==> src/rtl/button_capture.sv <==
// button_capture: debounced push-button input port with edge capture,
// interrupt mask and a small memory-mapped register interface.
//
// Parameters
//   WIDTH           number of button inputs
//   DEBOUNCE_CYCLES stable clocks required before an input change is accepted (>= 2)
//   EDGE_TYPE       0 = rising, 1 = falling, 2 = any edge
//   IDLE_LEVEL      released level of every input (0 or 1)
//
// Ports
//   clk         system clock
//   reset       synchronous active-high reset
//   address     register select (0 state, 1 mask, 2 reserved, 3 edge capture)
//   chipselect  slave access qualifier
//   write_n     active-low write strobe, valid with chipselect
//   writedata   write data
//   in_port     raw asynchronous button levels
//   readdata    registered read data (one clock latency)
//   irq         level interrupt: any masked capture bit set
module button_capture #(
    parameter int WIDTH           = 5,
    parameter int DEBOUNCE_CYCLES = 50000,
    parameter int EDGE_TYPE       = 1,
    parameter int IDLE_LEVEL      = 1
) (
    input  logic             clk,
    input  logic             reset,
    input  logic [1:0]       address,
    input  logic             chipselect,
    input  logic             write_n,
    input  logic [WIDTH-1:0] writedata,
    input  logic [WIDTH-1:0] in_port,
    output logic [WIDTH-1:0] readdata,
    output logic             irq
);

    localparam int CW = (DEBOUNCE_CYCLES > 2) ? $clog2(DEBOUNCE_CYCLES) : 1;
    localparam logic [CW-1:0]    CNT_LAST = CW'(DEBOUNCE_CYCLES - 1);
    localparam logic [WIDTH-1:0] IDLE_V   = (IDLE_LEVEL != 0) ? '1 : '0;

    logic [WIDTH-1:0] sync1;
    logic [WIDTH-1:0] sync2;
    logic [WIDTH-1:0] stable;
    logic [WIDTH-1:0] stable_d;
    logic [CW-1:0]    cnt [WIDTH];
    logic [WIDTH-1:0] mask;
    logic [WIDTH-1:0] capture;

    logic             wr_en;
    logic [WIDTH-1:0] edge_hit;
    logic [WIDTH-1:0] clr;
    logic [WIDTH-1:0] rd_mux;

    assign wr_en = chipselect && !write_n;

    // Edge qualification on the debounced state versus its one-clock delayed copy.
    always_comb begin
        edge_hit = '0;
        if (EDGE_TYPE == 0) begin
            edge_hit = stable & ~stable_d;
        end else if (EDGE_TYPE == 1) begin
            edge_hit = ~stable & stable_d;
        end else begin
            edge_hit = stable ^ stable_d;
        end
    end

    always_comb begin
        clr = '0;
        if (wr_en && address == 2'd3) begin
            clr = writedata;
        end
    end

    always_comb begin
        rd_mux = '0;
        case (address)
            2'd0:    rd_mux = stable;
            2'd1:    rd_mux = mask;
            2'd3:    rd_mux = capture;
            default: rd_mux = '0;
        endcase
    end

    // Synchronizer and per-bit debounce. The counter only runs while the
    // synchronized level disagrees with the accepted level; on the final
    // count the new level is committed and the counter restarts from zero,
    // so a transition arriving on that same clock begins a fresh count.
    always_ff @(posedge clk) begin
        if (reset) begin
            sync1    <= IDLE_V;
            sync2    <= IDLE_V;
            stable   <= IDLE_V;
            stable_d <= IDLE_V;
            for (int unsigned i = 0; i < WIDTH; i++) begin
                cnt[i] <= '0;
            end
        end else begin
            sync1    <= in_port;
            sync2    <= sync1;
            stable_d <= stable;
            for (int unsigned i = 0; i < WIDTH; i++) begin
                if (sync2[i] == stable[i]) begin
                    cnt[i] <= '0;
                end else if (cnt[i] == CNT_LAST) begin
                    stable[i] <= sync2[i];
                    cnt[i]    <= '0;
                end else begin
                    cnt[i] <= cnt[i] + CW'(1);
                end
            end
        end
    end

    // Register file. A capture set overrides a write-1-to-clear on the same bit.
    always_ff @(posedge clk) begin
        if (reset) begin
            mask     <= '0;
            capture  <= '0;
            readdata <= '0;
        end else begin
            if (wr_en && address == 2'd1) begin
                mask <= writedata;
            end
            capture  <= (capture & ~clr) | edge_hit;
            readdata <= rd_mux;
        end
    end

    assign irq = |(capture & mask);

endmodule

==> config.mk <==
export PLATFORM = sky130hd
export DESIGN_NAME = button_capture
export DESIGN_NICKNAME = d
export VERILOG_FILES = /design/src/rtl/button_capture.sv
export SDC_FILE = /design/constraint.sdc
export NUM_CORES = 1
export LEC_CHECK = 0
export ABC_AREA = 1
export CORE_MARGIN = 2
export CORE_UTILIZATION = 40
export CTS_CLUSTER_SIZE = 16
export DETAILED_ROUTE_END_ITERATION = 10
export SKIP_LAST_GASP = 1
export SYNTH_ARGS = -nofsm -noshare
export SYNTH_HDL_FRONTEND = slang
export SYNTH_SLANG_ARGS = --single-unit
==> constraint.sdc <==
create_clock -name clk -period 3.3 [get_ports clk]
set_input_delay 0.99 -clock clk [delete_from_list [all_inputs] [get_ports clk]]
set_output_delay 0.99 -clock clk [all_outputs]
set_load 0.01 [all_outputs]
==> results.txt <==
----------------------------------------------------
[STA]
  Setup ws final ... 0.581 ns
  Unrepaired setup endpoints after global routing ... no
  Portion of the clock cycle consumed by the worst path in the final layout ... 0.824
  Worst-case clock skew ... 0.00666 ns
  Finish-stage setup viols ... 0
  Highest achievable clock rate ... ~0.37 GHz
  Shortest clock period the worst path allows after layout ... roughly 2.7 ns
  Final hold violations ... 0
  Total Neg Setup Slack ... 0 ns
  Final Max Tran Viols ... 0

[Floorplanning]
  Die area ... around 16000 µm²
  Horizontal die dimension ... 126 µm
  Die extent in y ... about 130 µm
  Top-level port count ... 22
  Total core area ... about 15000 µm²
  Effective utilization at floorplan ... 0.409
  Number of placement rows ... 44

[Final layout]
  Combined area of the multi-input logic cells ... between 2000 and 3000 µm²
  Sequential Area ... about 3100 µm²
  Fraction of layout cells with a size suffix above 1 ... 0.0855
  Growth of design area from synthesis to finish ... 22.1%
  Number of diodes added for antenna fixing ... 0
  Post-route cell area ... between 7000 and 8000 µm²
  Number of nets in the layout ... 850
  Finished Core Util ... 0.500
  FILL cells ... between 1000 and 1500

[Worst setup path]
  Nature of the critical path startpoint ... flip-flop
  Critical path's most frequent cell ... nand2_1
  Largest delay share family, worst path ... buffers and inverters
  Buffers plus inverters on the worst setup path ... 1
  Endpoint type of the worst setup path ... output port
  Data arrival at the endpoint of the critical path ... 1.73 ns
  Critical path type ... flip-flop to output port
  Crit path max-delay cell type ... clkdlybuf4s50_1
  Slowest stage delay, CP ... about 0.51 ns
  Critical-path cell list ... nand2_1 > nand2_1 > a221oi_1 > nand2_1 > clkdlybuf4s50_1
  Endpoint required time on the critical path ... 2.31 ns
  Peak fanout along the critical path ... 3

[Detailed routing]
  Total DRC errors in the routed layout ... 0
  WL per Instance ... about 11 µm
  Routed Antenna Nets ... 0
  Total length of routed wires ... 11500 µm
  Violation count after the first detailed-routing iteration ... ~300
  Via density per instance ... about 4.6
  Routed via count ... between 4000 and 5000
  Number of search-and-repair iterations in the first detailed-routing pass ... 5

[GRT]
  Global-route layer with the greatest usage ... met2
  GRT met3 Usage ... 0.0446
  Antenna violations before repair ... 0
  Total global routing track utilization ... 0.156
  Via count of the first global-routing pass ... about 4400
  GR Layer Usage met1 ... 0.204
  Met2 routing resource usage after global routing ... 0.243
  Largest net degree at the start of global routing ... 18
  First-pass GRT wire length ... 19900 µm
  GR Overflow Total ... 0

[Clocking]
  Max H-tree Level ... 4
  TritonCTS clock tree ... done
  Count of instances resized after the clock tree is built ... 0
  Clock latency reported for the late side of the worst-skew pair ... about 0.41 ns
  Number of buffers created by CTS ... 17
  Maximum clock path buffer count ... 2
  CTS root buf ... clkbuf_16
  Hold-fix buffers, CTS ... 0
  # Post-CTS Setup Buffers ... 0
  Clock-pin slew on the worst setup and hold paths ... ~0.050 ns
  Number of clock sinks seen by CTS ... ~120

[Power]
  Net load switching power ... 771 µW
  Proportion of power drawn by combinational gates ... 0.043
  Ratio of total power to cell area ... between 500 and 600 nW/µm²
  Max IR drop VDD ... ~0.36 mV
  Leak ... 2.92 nW
  Relative contribution of sequential cells to total power ... 0.435
  Internal power consumption ... 3.01 mW
  Switching part of the total power ... 0.204
  Share of power burned in the clock network ... 0.522

[Logic synthesis]
  Post-synth cell types ... 32
  Seq/Total Area, Yosys ... 0.519
  Count of mapped cells out of synthesis ... ~700
  Most common cell in the synthesized netlist ... nand2_1
  Register bit count reported by yosys ... around 120
  Count of flip-flops with a built-in enable after synthesis ... 80
  Summed instance area of the synthesized netlist ... ~6000 µm²
  Fraction of synthesis flops using an asynchronous set or reset pin ... 0
  Most frequent cells after synthesis ... 163 x nand2_1, 126 x nor2_1, 80 x edfxtp_1, 71 x inv_1, 55 x nand3_1
  Main area contributors after synthesis ... edfxtp_1 40%, dfxtp_1 12%, nand2_1 10%
  Cell accounting for the most synthesized area ... edfxtp_1
  Ys Warns ... 0
  Dominant synthesized flop cell ... edfxtp_1
  Mean instance size in the synthesized netlist ... approximately 8.4 µm²
  Area share of the largest cell type after synthesis ... 0.402

[Place]
  Dpl ws ... approximately 0.73 ns
  Half-perimeter wire length after placement ... 8380 µm
  Buffers on Ports ... 21
  Final weighted congestion in routability-driven placement ... approximately 0.82
  Post-placement cell area ... roughly 6700 µm²

[Worst hold path]
  Worst min-delay path class ... flip-flop to flip-flop

[Run]
  Number of violations of the max-capacitance limit ... 0

[Status]
  Run status ... complete, no violations

----------------------------------------------------
## stage by stage
step	std cells	hold WS, ns	power [mW]
3_5_place_dp	994	0.394	1.83
5_1_grt	1026	0.432	3.93
2_1_floorplan	794	0.389	1.77
6_report	1026	0.407	3.78
3_3_place_gp	994	0.393	1.83
4_1_cts	1026	0.409	3.83
## power groups by stage
stage	registers, mW	logic (mW)	clock network [mW]
final	1.64	0.164	1.97
after global routing	1.65	0.190	2.09
after CTS	1.64	0.163	2.02
after detailed placement	1.67	0.161	0
after global placement	1.67	0.159	0
after floorplan	1.66	0.113	0
## area by class of cell
cell class	count	area share
clock buffer	20	0.0612
clock inverter	12	0.0254
inverter	74	0.0381
multi-input combinational	597	0.386
sequential	115	0.425
tap	184	0.0316
timing repair buffer	24	0.0319
## sequential cells by signal (all words and copies together) (netlist names)
name      count
sync2         5
capture       5
readdata      5
sync1         5
mask          5
stable_d      5
stable        5
cnt          80
## cell usage in the layout (no fill, tap or decap), types with 3 or more instances in the layout
| master | netlist | routed |
|---|---|---|
| buf_4 | 0 | 3 |
| o21ai_0 | 20 | 20 |
| a21oi_1 | 41 | 41 |
| or2_0 | 5 | 5 |
| nand2_2 | 4 | 4 |
| xor2_1 | 20 | 20 |
| clkinv_2 | 0 | 4 |
| nand3_1 | 55 | 55 |
| dfxtp_1 | 35 | 35 |
| nand4_1 | 20 | 20 |
| conb_1 | 1 | 80 |
| or2_2 | 13 | 13 |
| clkdlybuf4s50_1 | 0 | 21 |
| xnor2_1 | 9 | 9 |
| edfxtp_1 | 80 | 80 |
| clkinv_1 | 1 | 3 |
| inv_1 | 71 | 71 |
| nand2_1 | 163 | 163 |
| nand3_2 | 3 | 3 |
| clkbuf_16 | 0 | 17 |
| a22oi_1 | 5 | 5 |
| ha_1 | 5 | 5 |
| nor2_1 | 126 | 126 |
| o21bai_1 | 3 | 3 |
| bufinv_16 | 0 | 5 |
| nor2_2 | 14 | 14 |
## routing by layer
layer,up-vias,share of wire
li1,2516,-
met1,2160,0.49
met2,74,0.45
met3,18,0.043
met4,0,0.018
met5,-,0
## cell families after synthesis
logic type | after synthesis | synth area share
AOI/OAI and AO/OA | 74 | 0.0681
xor gates and xnor gates | 29 | 0.0425
adders and majority gates | 5 | 0.0105
buffers and inverters | 82 | 0.0584
DFF | 115 | 0.519
other | 1 | 0.000628
and+or+nand+nor | 409 | 0.300
## final timing paths
| kind | from | to | slack [ns] | cells past startpoint |
|---|---|---|---|---|
| worst max register to register | cnt[3][0] | cnt[3][9] | 1.58 | 6 |
| worst max-delay path | capture[0] | irq | 0.58 | 5 |
| worst min register to register | sync1[1] | sync2[1] | 0.41 | 1 |
| worst min-delay path | sync1[1] | sync2[1] | 0.41 | 1 |
(Power assumes the default switching activity.)
